File: config.mk
export PLATFORM = sky130hd
export DESIGN_NAME = iterative_shifter
export DESIGN_NICKNAME = d
export VERILOG_FILES = /design/src/rtl/iterative_shifter.sv
export SDC_FILE = /design/constraint.sdc
export NUM_CORES = 1
export LEC_CHECK = 0
export CAP_MARGIN = 20
export CORE_UTILIZATION = 56
export CTS_BUF_LIST = sky130_fd_sc_hd__clkbuf_2 sky130_fd_sc_hd__clkbuf_4 sky130_fd_sc_hd__clkbuf_8
export DETAILED_ROUTE_END_ITERATION = 16
export DONT_BUFFER_PORTS = 1
export PLACE_DENSITY = 0.74
export SLEW_MARGIN = 20
export SYNTH_ARGS = -nofsm -noshare
export SYNTH_HDL_FRONTEND = slang
export SYNTH_SLANG_ARGS = --single-unit
export TNS_END_PERCENT = 30
File: constraint.sdc
create_clock -name clk -period 2.65 [get_ports clk]
set_input_delay 0.3975 -clock clk [delete_from_list [all_inputs] [get_ports clk]]
set_output_delay 0.3975 -clock clk [all_outputs]
set_load 0.01 [all_outputs]
File: src/rtl/iterative_shifter.sv
// Multi-cycle RV64 shift unit (SLL/SRL/SRA and W-forms), shifting up to STEP bits per cycle.
// Operands and result each move over a valid/ready handshake; the result is held until consumed.
module iterative_shifter #(
    parameter int unsigned STEP = 1
) (
    input  logic        clk,
    input  logic        rst_n,
    input  logic        in_valid,
    output logic        in_ready,
    input  logic [63:0] in_operand,
    input  logic [5:0]  in_shamt,
    input  logic [1:0]  in_op,
    input  logic        in_word,
    output logic        out_valid,
    input  logic        out_ready,
    output logic [63:0] out_result,
    output logic        out_illegal
);

    localparam int unsigned XLEN = 64;
    localparam int unsigned CW   = 7;
    localparam logic [CW-1:0] STEP_C = CW'(STEP);

    localparam logic [1:0] OP_SLL = 2'b00;
    localparam logic [1:0] OP_SRL = 2'b01;
    localparam logic [1:0] OP_SRA = 2'b10;
    localparam logic [1:0] OP_ILL = 2'b11;

    typedef enum logic [1:0] {
        S_IDLE  = 2'b00,
        S_SHIFT = 2'b01,
        S_DONE  = 2'b10
    } state_e;

    state_e          state_q, state_d;
    logic [CW-1:0]   count_q, count_d;
    logic [XLEN-1:0] work_q, work_d;
    logic [1:0]      op_q, op_d;
    logic            word_q, word_d;
    logic [XLEN-1:0] result_q, result_d;
    logic            illegal_q, illegal_d;

    logic [CW-1:0]   amt;
    logic [XLEN-1:0] load_val;
    logic [CW-1:0]   step_k;
    logic [CW-1:0]   count_next;
    logic [XLEN-1:0] shifted;

    // W-forms report the low word sign-extended to 64 bits.
    function automatic logic [XLEN-1:0] finalize(input logic [XLEN-1:0] v, input logic w);
        return w ? {{32{v[31]}}, v[31:0]} : v;
    endfunction

    assign in_ready    = (state_q == S_IDLE) && rst_n;
    assign out_valid   = (state_q == S_DONE);
    assign out_result  = result_q;
    assign out_illegal = illegal_q;

    // Accept-side operand preparation and one shift step of the working register.
    always_comb begin
        amt        = in_word ? {2'b00, in_shamt[4:0]} : {1'b0, in_shamt};
        load_val   = in_operand;
        if (in_word) begin
            load_val = (in_op == OP_SRA) ? {{32{in_operand[31]}}, in_operand[31:0]}
                                         : {32'h0, in_operand[31:0]};
        end
        step_k     = (count_q < STEP_C) ? count_q : STEP_C;
        count_next = count_q - step_k;
        case (op_q)
            OP_SLL:  shifted = work_q << step_k;
            OP_SRL:  shifted = work_q >> step_k;
            default: shifted = $unsigned($signed(work_q) >>> step_k);
        endcase
    end

    always_comb begin
        state_d   = state_q;
        count_d   = count_q;
        work_d    = work_q;
        op_d      = op_q;
        word_d    = word_q;
        result_d  = result_q;
        illegal_d = illegal_q;
        case (state_q)
            S_IDLE: begin
                if (in_valid && in_ready) begin
                    op_d    = in_op;
                    word_d  = in_word;
                    work_d  = load_val;
                    count_d = amt;
                    if (in_op == OP_ILL) begin
                        result_d  = in_operand;
                        illegal_d = 1'b1;
                        state_d   = S_DONE;
                    end else if (amt == '0) begin
                        result_d  = finalize(load_val, in_word);
                        illegal_d = 1'b0;
                        state_d   = S_DONE;
                    end else begin
                        state_d = S_SHIFT;
                    end
                end
            end
            S_SHIFT: begin
                work_d  = shifted;
                count_d = count_next;
                if (count_next == '0) begin
                    result_d  = finalize(shifted, word_q);
                    illegal_d = 1'b0;
                    state_d   = S_DONE;
                end
            end
            S_DONE: begin
                if (out_ready) begin
                    state_d = S_IDLE;
                end
            end
            default: state_d = S_IDLE;
        endcase
    end

    always_ff @(posedge clk) begin
        if (!rst_n) begin
            state_q   <= S_IDLE;
            count_q   <= '0;
            work_q    <= '0;
            op_q      <= OP_SLL;
            word_q    <= 1'b0;
            result_q  <= '0;
            illegal_q <= 1'b0;
        end else begin
            state_q   <= state_d;
            count_q   <= count_d;
            work_q    <= work_d;
            op_q      <= op_d;
            word_q    <= word_d;
            result_q  <= result_d;
            illegal_q <= illegal_d;
        end
    end

endmodule

==> results of run 1 <==
-- metal layers --
layer / GRT usage (%) / vias to the layer above
met5: 0 / -
met4: 12.2 / 0
met3: 9.77 / 60
met2: 48.0 / 467
met1: 43.9 / 4069
li1: - / 3909
-- through the flow --
step / hold WS, ns / area [µm²]
after global placement: 0.461 / 8780
after detailed placement: 0.469 / 8780
after floorplan: 0.445 / 8650
after global routing: 0.0158 / 9710
final: 0.0312 / 9710
after CTS: 0.0140 / 9410
-- worst paths after layout --
check / from / end / slack (ns) / depth (start not counted)
worst min register to register: work_q[0]$_SDFFE_PN0P_ / work_q[0]$_SDFFE_PN0P_ / 0.49 / 2
worst min-delay path: in_op[1] / op_q[1]$_SDFFE_PN0P_ / 0.03 / 2
worst max register to register: count_q[6]$_SDFFE_PN0P_ / out_result[24]$_SDFFE_PN0P_ / -0.07 / 12
worst max-delay path: count_q[6]$_SDFFE_PN0P_ / out_result[24]$_SDFFE_PN0P_ / -0.07 / 12
-- worst reg2reg max path, delay by kind of cell, from the launching register on --
family	cells	cell delay, ns
xor gates and xnor gates	1	0.12
and+or+nand+nor	6	1.32
adders and majority gates	1	0.16
AOI/OAI and AO/OA	1	0.29
buffers and inverters	3	0.39
DFF	1	0.34
-- cells in the mapped netlist, types with 3 or more instances --
cell type and instances:
buf_2 25, buf_6 13, a21oi_1 137, nor2_1 82, nand3_1 37, nand2_1 79, buf_1 9, o21ai_1 28
o21ai_0 11, a31oi_1 4, o221a_2 24, dfxtp_1 141, nor3_1 125, o21a_1 33, a211oi_2 58, o31ai_1 30
inv_1 3, clkbuf_1 71, a211oi_1 5, a221oi_1 35, a311oi_1 3, mux2i_1 31, nor2b_1 5, buf_4 10
nand2b_1 35
-- placed cells by master (no fill, tap or decap), drive strengths merged, types with 2 or more instances in the layout --
master      n
a211oi     63
a21oi     138
a221oi     36
a22oi       2
a311oi      4
a31oi       4
buf        63
bufinv      5
clkbuf     26
clkinv      4
clkinvlp    2
dfxtp     141
ha          2
inv         4
mux2i      31
nand2      79
nand2b     35
nand3      37
nand4       2
nor2       85
nor2b       5
nor3      126
nor4        2
o21a       33
o21ai      40
o221a      24
o31ai      31
or3         2
or4         3
-- logic make-up (layout without fill, tap and decap cells) --
| kind of cell | after synthesis | count (layout) |
|---|---|---|
| AOI/OAI and AO/OA | 386 | 386 |
| and+or+nand+nor | 382 | 382 |
| DFF | 141 | 141 |
| buffers and inverters | 132 | 104 |
| muxes | 31 | 31 |
| adders and majority gates | 2 | 2 |
| xor gates and xnor gates | 1 | 1 |
-- registers in the layout, summed over array words and instances (netlist names) --
name and cells:
out_result 64, work_q 64, count_q 7, op_q 2, state_q 2, out_illegal 1, word_q 1
-- power by group through the flow --
stage / Sequential, mW / Combinational (mW) / Clock (mW)
after global routing: 3.01 / 5.17 / 2.16
after CTS: 2.95 / 4.43 / 2.07
after detailed placement: 2.99 / 4.24 / 0
final: 2.97 / 4.82 / 2.06
after global placement: 2.99 / 4.15 / 0
after floorplan: 2.91 / 3.42 / 0
-- timing repair --
item / in CTS / in global routing
setup buffers: 8 / 4
pin swaps: 7 / 52
hold buffers: 0 / 0
resized for setup: 6 / 40
gates cloned: 2 / 5
setup endpoints to repair: 51 / 66
-- area by class of cell --
type	instances	share of cell area, %
Multi-Input combinational cell	802	55.3
Sequential cell	141	29.1
Timing Repair Buffer	68	8.25
Clock buffer	21	2.85
Tap cell	184	2.37
Clock inverter	11	1.95
Inverter	4	0.206
==> summary.md, run 1 <==
| Metric | Value |
|---|---|
| Outcome | finished with violations |
| Failing checks | setup timing |
| Critical path endpoint category | flip-flop |
| Yosys top cell area share | 32.7% |
| Root Buffer | clkbuf_8 |
| Final core occ | 65.8% |
| GRT overflow | 0 |
| Avg Vias per Cell | 6.91 |
| CP max stage delay | 0.57 ns |
| Combinational Power Share | 48.9% |
| Sequential Power Share | 30.1% |
| Crit Path Max Fanout | 16 |
| Post-synth cell types | 60 |
| Mapped Cells | 1075 |
| Crit path required time | 2.99 ns |
| Syn Nets | 1154 |
| Area grow syn2layout | 12.7% |
| CP dominant cell by count | nor3_1 |
| Largest net degree at the start of global routing | 66 |
| Post-synthesis mux area share | 3.60% |
| Ant. Diodes | 0 |
| CTS max path bufs | 2 |
| Die width | 126 µm |
| Site Rows | 44 |
| First-pass iteration count of the detailed router | 6 |
| First-pass GRT wire length | 41600 µm |
| CP max-delay cell | or4_4 |
| Worst hold path type | primary input to flip-flop |
| Finished Layout Cells | 1231 |
| CTS Buf Count | 17 |
| Setup TNS | -2.57 ns |
| Share of cells above drive strength 1 | 22.9% |
| CP Launch Type | flip-flop |
| Slew @ Worst Pin | 0.883 ns |
| Syn avg cell area | 8.02 µm² |
| Largest area contributor in the netlist | dfxtp_1 |
| Slew headroom | 41.1% |
| YS warnings | 0 |
| Synth Register Bits | 141 |
| Initial antenna violation count | 0 |
| Clock share of power | 20.9% |
| Die height | 126 µm |
| EDFF count, synth | 0 |
| CP top delay family | simple AND/OR/NAND/NOR gates |
| Filler cell count | 1228 |
| Worst ir drop on vdd | 0.000513 V |
| IO Count | 144 |
| DRT iter0 DRCs | 1205 |
| Critical path cell sequence | or4_4, nor2_8, or2_4, inv_4, ha_4, xnor2_2, nand4_1, buf_4, o22a_4, buf_12, nor3_1, nor3_1 |
| Clock skew | 0.0113 ns |
| Synth Area in Simple Gates | 21.6% |
| Worst-skew pair later-pin latency | 0.47 ns |
| Highest Signal Layer | met4 |
| Crit path time final | 2.72 ns |
| Max cap viols | 0 |
| Htree depth | 4 |
| GR Util All Layers | 32.3% |
| Setup violators final | 63 |
| Via count | 8505 |
| Fmax achieved | 367 MHz |
| Total power | 9.84 mW |
| Placed Cells incl. Taps | 1181 |
| Area of the multi-input gates | 0.00537 mm² |
| Placer Congestion | 0.945 |
| Synth Area in XOR/XNOR | 0.102% |
| Die area | 0.0159 mm² |
| Crit Path Category | flip-flop to flip-flop |
| Reg clk slew, reported paths | 0.08 ns |
| Worst slack, placed | -0.0391 ns |
| Total wire length | 26600 µm |
| Seq/Total Area, Yosys | 32.7% |
| Int Power | 5.56 mW |
| Worst setup margin | -0.0739 ns |
| CP bufs+invs | 3 |
| Ys async rst share | 0% |
| Final hold viol count | 0 |
| PortBufs | 0 |
| Average wire per standard cell | 21.6 µm |
| NetSw | 4.28 mW |
| DRC | 0 |
| Switch share | 43.5% |
| Antenna violation net count after detailed routing | 0 |
| Cell area power density | 1010 mW/mm² |
| RSZ-0062 raised after global routing | yes |
| WL met3 | 2650 µm |
| Post-synthesis compound-gate area fraction | 34.0% |
| LEAKAGE | 3.52 nW |
| Crit share post-route | 103% |
| Clock Sinks | 141 |
| Adder-Cell Fraction of Synth Area | 0.290% |
| Routed length on met1 | 11600 µm |
| Mapped Area | 0.00862 mm² |
| Met2 wire length | 11700 µm |
| Synth Flop Type | dfxtp_1 |
| Post-DP HPWL | 15600 µm |
| # nets final | 1113 |
| Core area | 0.0148 mm² |
| Synth area leaders | dfxtp_1 33%, a211oi_2 8.4%, a21oi_1 8.0%, nor3_1 7.3%, mux2i_1 3.6% |
| Vias in the first global route | 7853 |
| CTS tree | yes |
| Initial Util | 58.4% |
| Largest family of logic cells by synthesized area | compound AO/OA/AOI/OAI gates |
| Max-slew violation count | 0 |
| Register area | 0.00283 mm² |
| CP Data Arrival Time | 3.07 ns |
(Power assumes the default switching activity.)
==> run 2, diff against run 1 <==
Settings changed: CORE_UTILIZATION 56 to 60, PLACE_DENSITY 0.74 to 0.79.
==> summary.md, run 2 (synthesis gave the netlist of run 1 again) <==
| Metric | Value |
|---|---|
| Crit Path Max Fanout | 6 (-10) |
| GRT overflow | 0 (unchanged) |
| # nets final | 1123 (+0.90%) |
| Average wire per standard cell | 21.6 µm (about the same) |
| CP bufs+invs | 4 (+1) |
| Placed Cells incl. Taps | 1185 (+0.34%) |
| Critical path cell sequence | or4_4, nor2_8, or2_4, inv_4, ha_4, xnor2_2, nand4_1, buf_4, o22ai_4, buf_12, clkbuf_16, a21oi_2, a211oi_2 |
| CTS tree | yes |
| Final hold viol count | 0 (unchanged) |
| Slew @ Worst Pin | 1.02 ns (+0.133 ns) |
| LEAKAGE | 3.60 nW (+2.2%) |
| CTS max path bufs | 2 (unchanged) |
| Crit share post-route | 105% (+2.4 points) |
| Die area | 0.0149 mm² (-6.6%) |
| Most common cell after layout, fill and taps aside | dfxtp_1 |
| Site Rows | 43 (-2.3%) |
| DRC | 0 (unchanged) |
| CP max stage delay | 0.57 ns (about the same) |
| Commonest cells after routing, fill and taps aside | 139 x dfxtp_1, 104 x nor3_1, 101 x a21oi_1 |
| Crit Path Category | flip-flop to flip-flop |
| Root Buffer | clkbuf_8 |
| Initial Util | 61.9% (+3.4 points) |
| Avg Vias per Cell | 6.97 (+0.95%) |
| Via count | 8635 (+1.5%) |
| CTS Buf Count | 17 (unchanged) |
| First-pass iteration count of the detailed router | 5 (-1) |
| CP Launch Type | flip-flop |
| First-pass GRT wire length | 38900 µm (-6.5%) |
| Failing checks | setup timing |
| Htree depth | 4 (unchanged) |
| Slew headroom | 32.3% (-8.9 points) |
| Finished Layout Cells | 1238 (+0.57%) |
| Clock skew | 0.00919 ns (-0.00210 ns) |
| RSZ-0062 raised after global routing | yes |
| Worst hold slack | 0.0430 ns (+0.0118 ns) |
| Crit path required time | 3.04 ns (+0.05 ns) |
| Die width | 122 µm (-3.3%) |
| Area grow syn2layout | 15.5% |
| CP max-delay cell | or4_4 |
| Fmax achieved | 359 MHz (-2.3%) |
| Cell area power density | 985 mW/mm² (-2.7%) |
| CP top delay family | simple AND/OR/NAND/NOR gates |
| Worst-skew pair later-pin latency | 0.46 ns (about the same) |
| Antenna violation net count after detailed routing | 0 (unchanged) |
| Setup violators final | 65 (+3.2%) |
| DRT iter0 DRCs | 1209 (+0.33%) |
| Initial antenna violation count | 1 (+1) |
| Hold_buf cts | 0 (unchanged) |
| Worst setup margin | -0.137 ns (-0.0635 ns) |
| IO Count | 144 (unchanged) |
| Post-DP HPWL | 15100 µm (-2.9%) |
| Core area | 0.0139 mm² (-5.6%) |
| Worst hold path type | primary input to flip-flop |
| Die height | 122 µm (-3.3%) |
| Critical path endpoint category | flip-flop |
| Max-slew violation count | 0 (unchanged) |
| Share of cells above drive strength 1 | 26.6% (+3.7 points) |
| GR Util All Layers | 32.9% (+0.58 points) |
| Clock Sinks | 141 (unchanged) |
| Total wire length | 26700 µm (+0.54%) |
| Placer Congestion | 0.907 (-4.0%) |
| PortBufs | 0 (unchanged) |
| Reg clk slew, reported paths | 0.08 ns (about the same) |
| Vias in the first global route | 7660 (-2.5%) |
| CP Data Arrival Time | 3.18 ns (+0.11 ns) |
| Worst ir drop on vdd | 0.000527 V (+2.9%) |
| Crit path time final | 2.79 ns (+0.0635 ns) |
| Largest net degree at the start of global routing | 93 (+41%) |
| Max cap viols | 0 (unchanged) |
| Outcome | finished with violations |
## run 2: cell types whose count changed in the layout (fill, tap and decap cells not counted), sizes merged
| cell | change |
|---|---|
| bufinv | -4 |
| clkinvlp | +5 |
| a21oi | +1 |
| buf | +5 |
| clkbuf | +2 |
| inv | +1 |
| diode | +1 |
## run 2: timing repair
item                                    CTS  global route
pin swaps                                 2            68
endpoints found under the setup margin   55            65
cloned                                    0            12
setup buffers                             2             6
hold endpoints to repair                  0             0
resized for setup                         4            87
## run 2: path summary, 6_finish.rpt
check / endpoint / slack (ns) / from / depth (start not counted)
worst max-delay path: out_result[33]$_SDFFE_PN0P_ / -0.14 / count_q[3]$_SDFFE_PN0P_ / 13
worst min-delay path: word_q$_SDFFE_PN0P_ / 0.04 / in_word / 2
worst max register to register: out_result[33]$_SDFFE_PN0P_ / -0.14 / count_q[3]$_SDFFE_PN0P_ / 13
worst min register to register: out_illegal$_SDFFE_PN0P_ / 0.51 / out_illegal$_SDFFE_PN0P_ / 2
## run 2: cell type report
| cell class | instances | area (µm²) |
|---|---|---|
| antenna | 1 | 2.50 |
| clock buffer | 19 | 255 |
| clock inverter | 13 | 119 |
| fill | 1050 | 3980 |
| inverter | 4 | 20.0 |
| multi-input combinational | 803 | 5600 |
| sequential | 141 | 2830 |
| tap | 180 | 225 |
| timing repair buffer | 77 | 903 |
## run 2: report_power, final
group          internal (mW)  switching (mW)
sequential              2.52           0.460
combinational           2.02            3.14
clock                  0.775           0.894
total                   5.32            4.50
## run 2: per-stage QoR
stage / power (mW) / instance area, µm² / utilization, % / setup slack [ns] / setup TNS (ns)
2_1_floorplan: 6.32 / 8650 / - / -0.101 / -4.28
3_3_place_gp: 7.18 / 8830 / 63.3 / 0.0188 / 0
3_5_place_dp: 7.28 / 8830 / 63.3 / -0.0315 / -0.111
4_1_cts: 8.94 / 9230 / 66.2 / -0.0134 / -0.0134
5_1_grt: 10.3 / 9960 / 71.5 / -0.230 / -12.01
6_report: 9.81 / 9960 / 71.5 / -0.137 / -4.91
## run 2: worst register-to-register path, stage by stage (launching register included)
cell and delay (ns):
dfxtp_2 0.33, or4_4 0.57, nor2_8 0.11, or2_4 0.13, inv_4 0.04, ha_4 0.16, xnor2_2 0.12, nand4_1 0.18
buf_4 0.19, o22ai_4 0.25, buf_12 0.20, clkbuf_16 0.18, a21oi_2 0.06, a211oi_2 0.20
## run 2: per-layer routing
layer	track usage, %	vias up	routed length, µm
met4	12.7	0	640
li1	-	3944	-
met5	1.74	-	0
met3	7.68	68	3190
met1	45.0	4061	11000
met2	49.6	562	11900
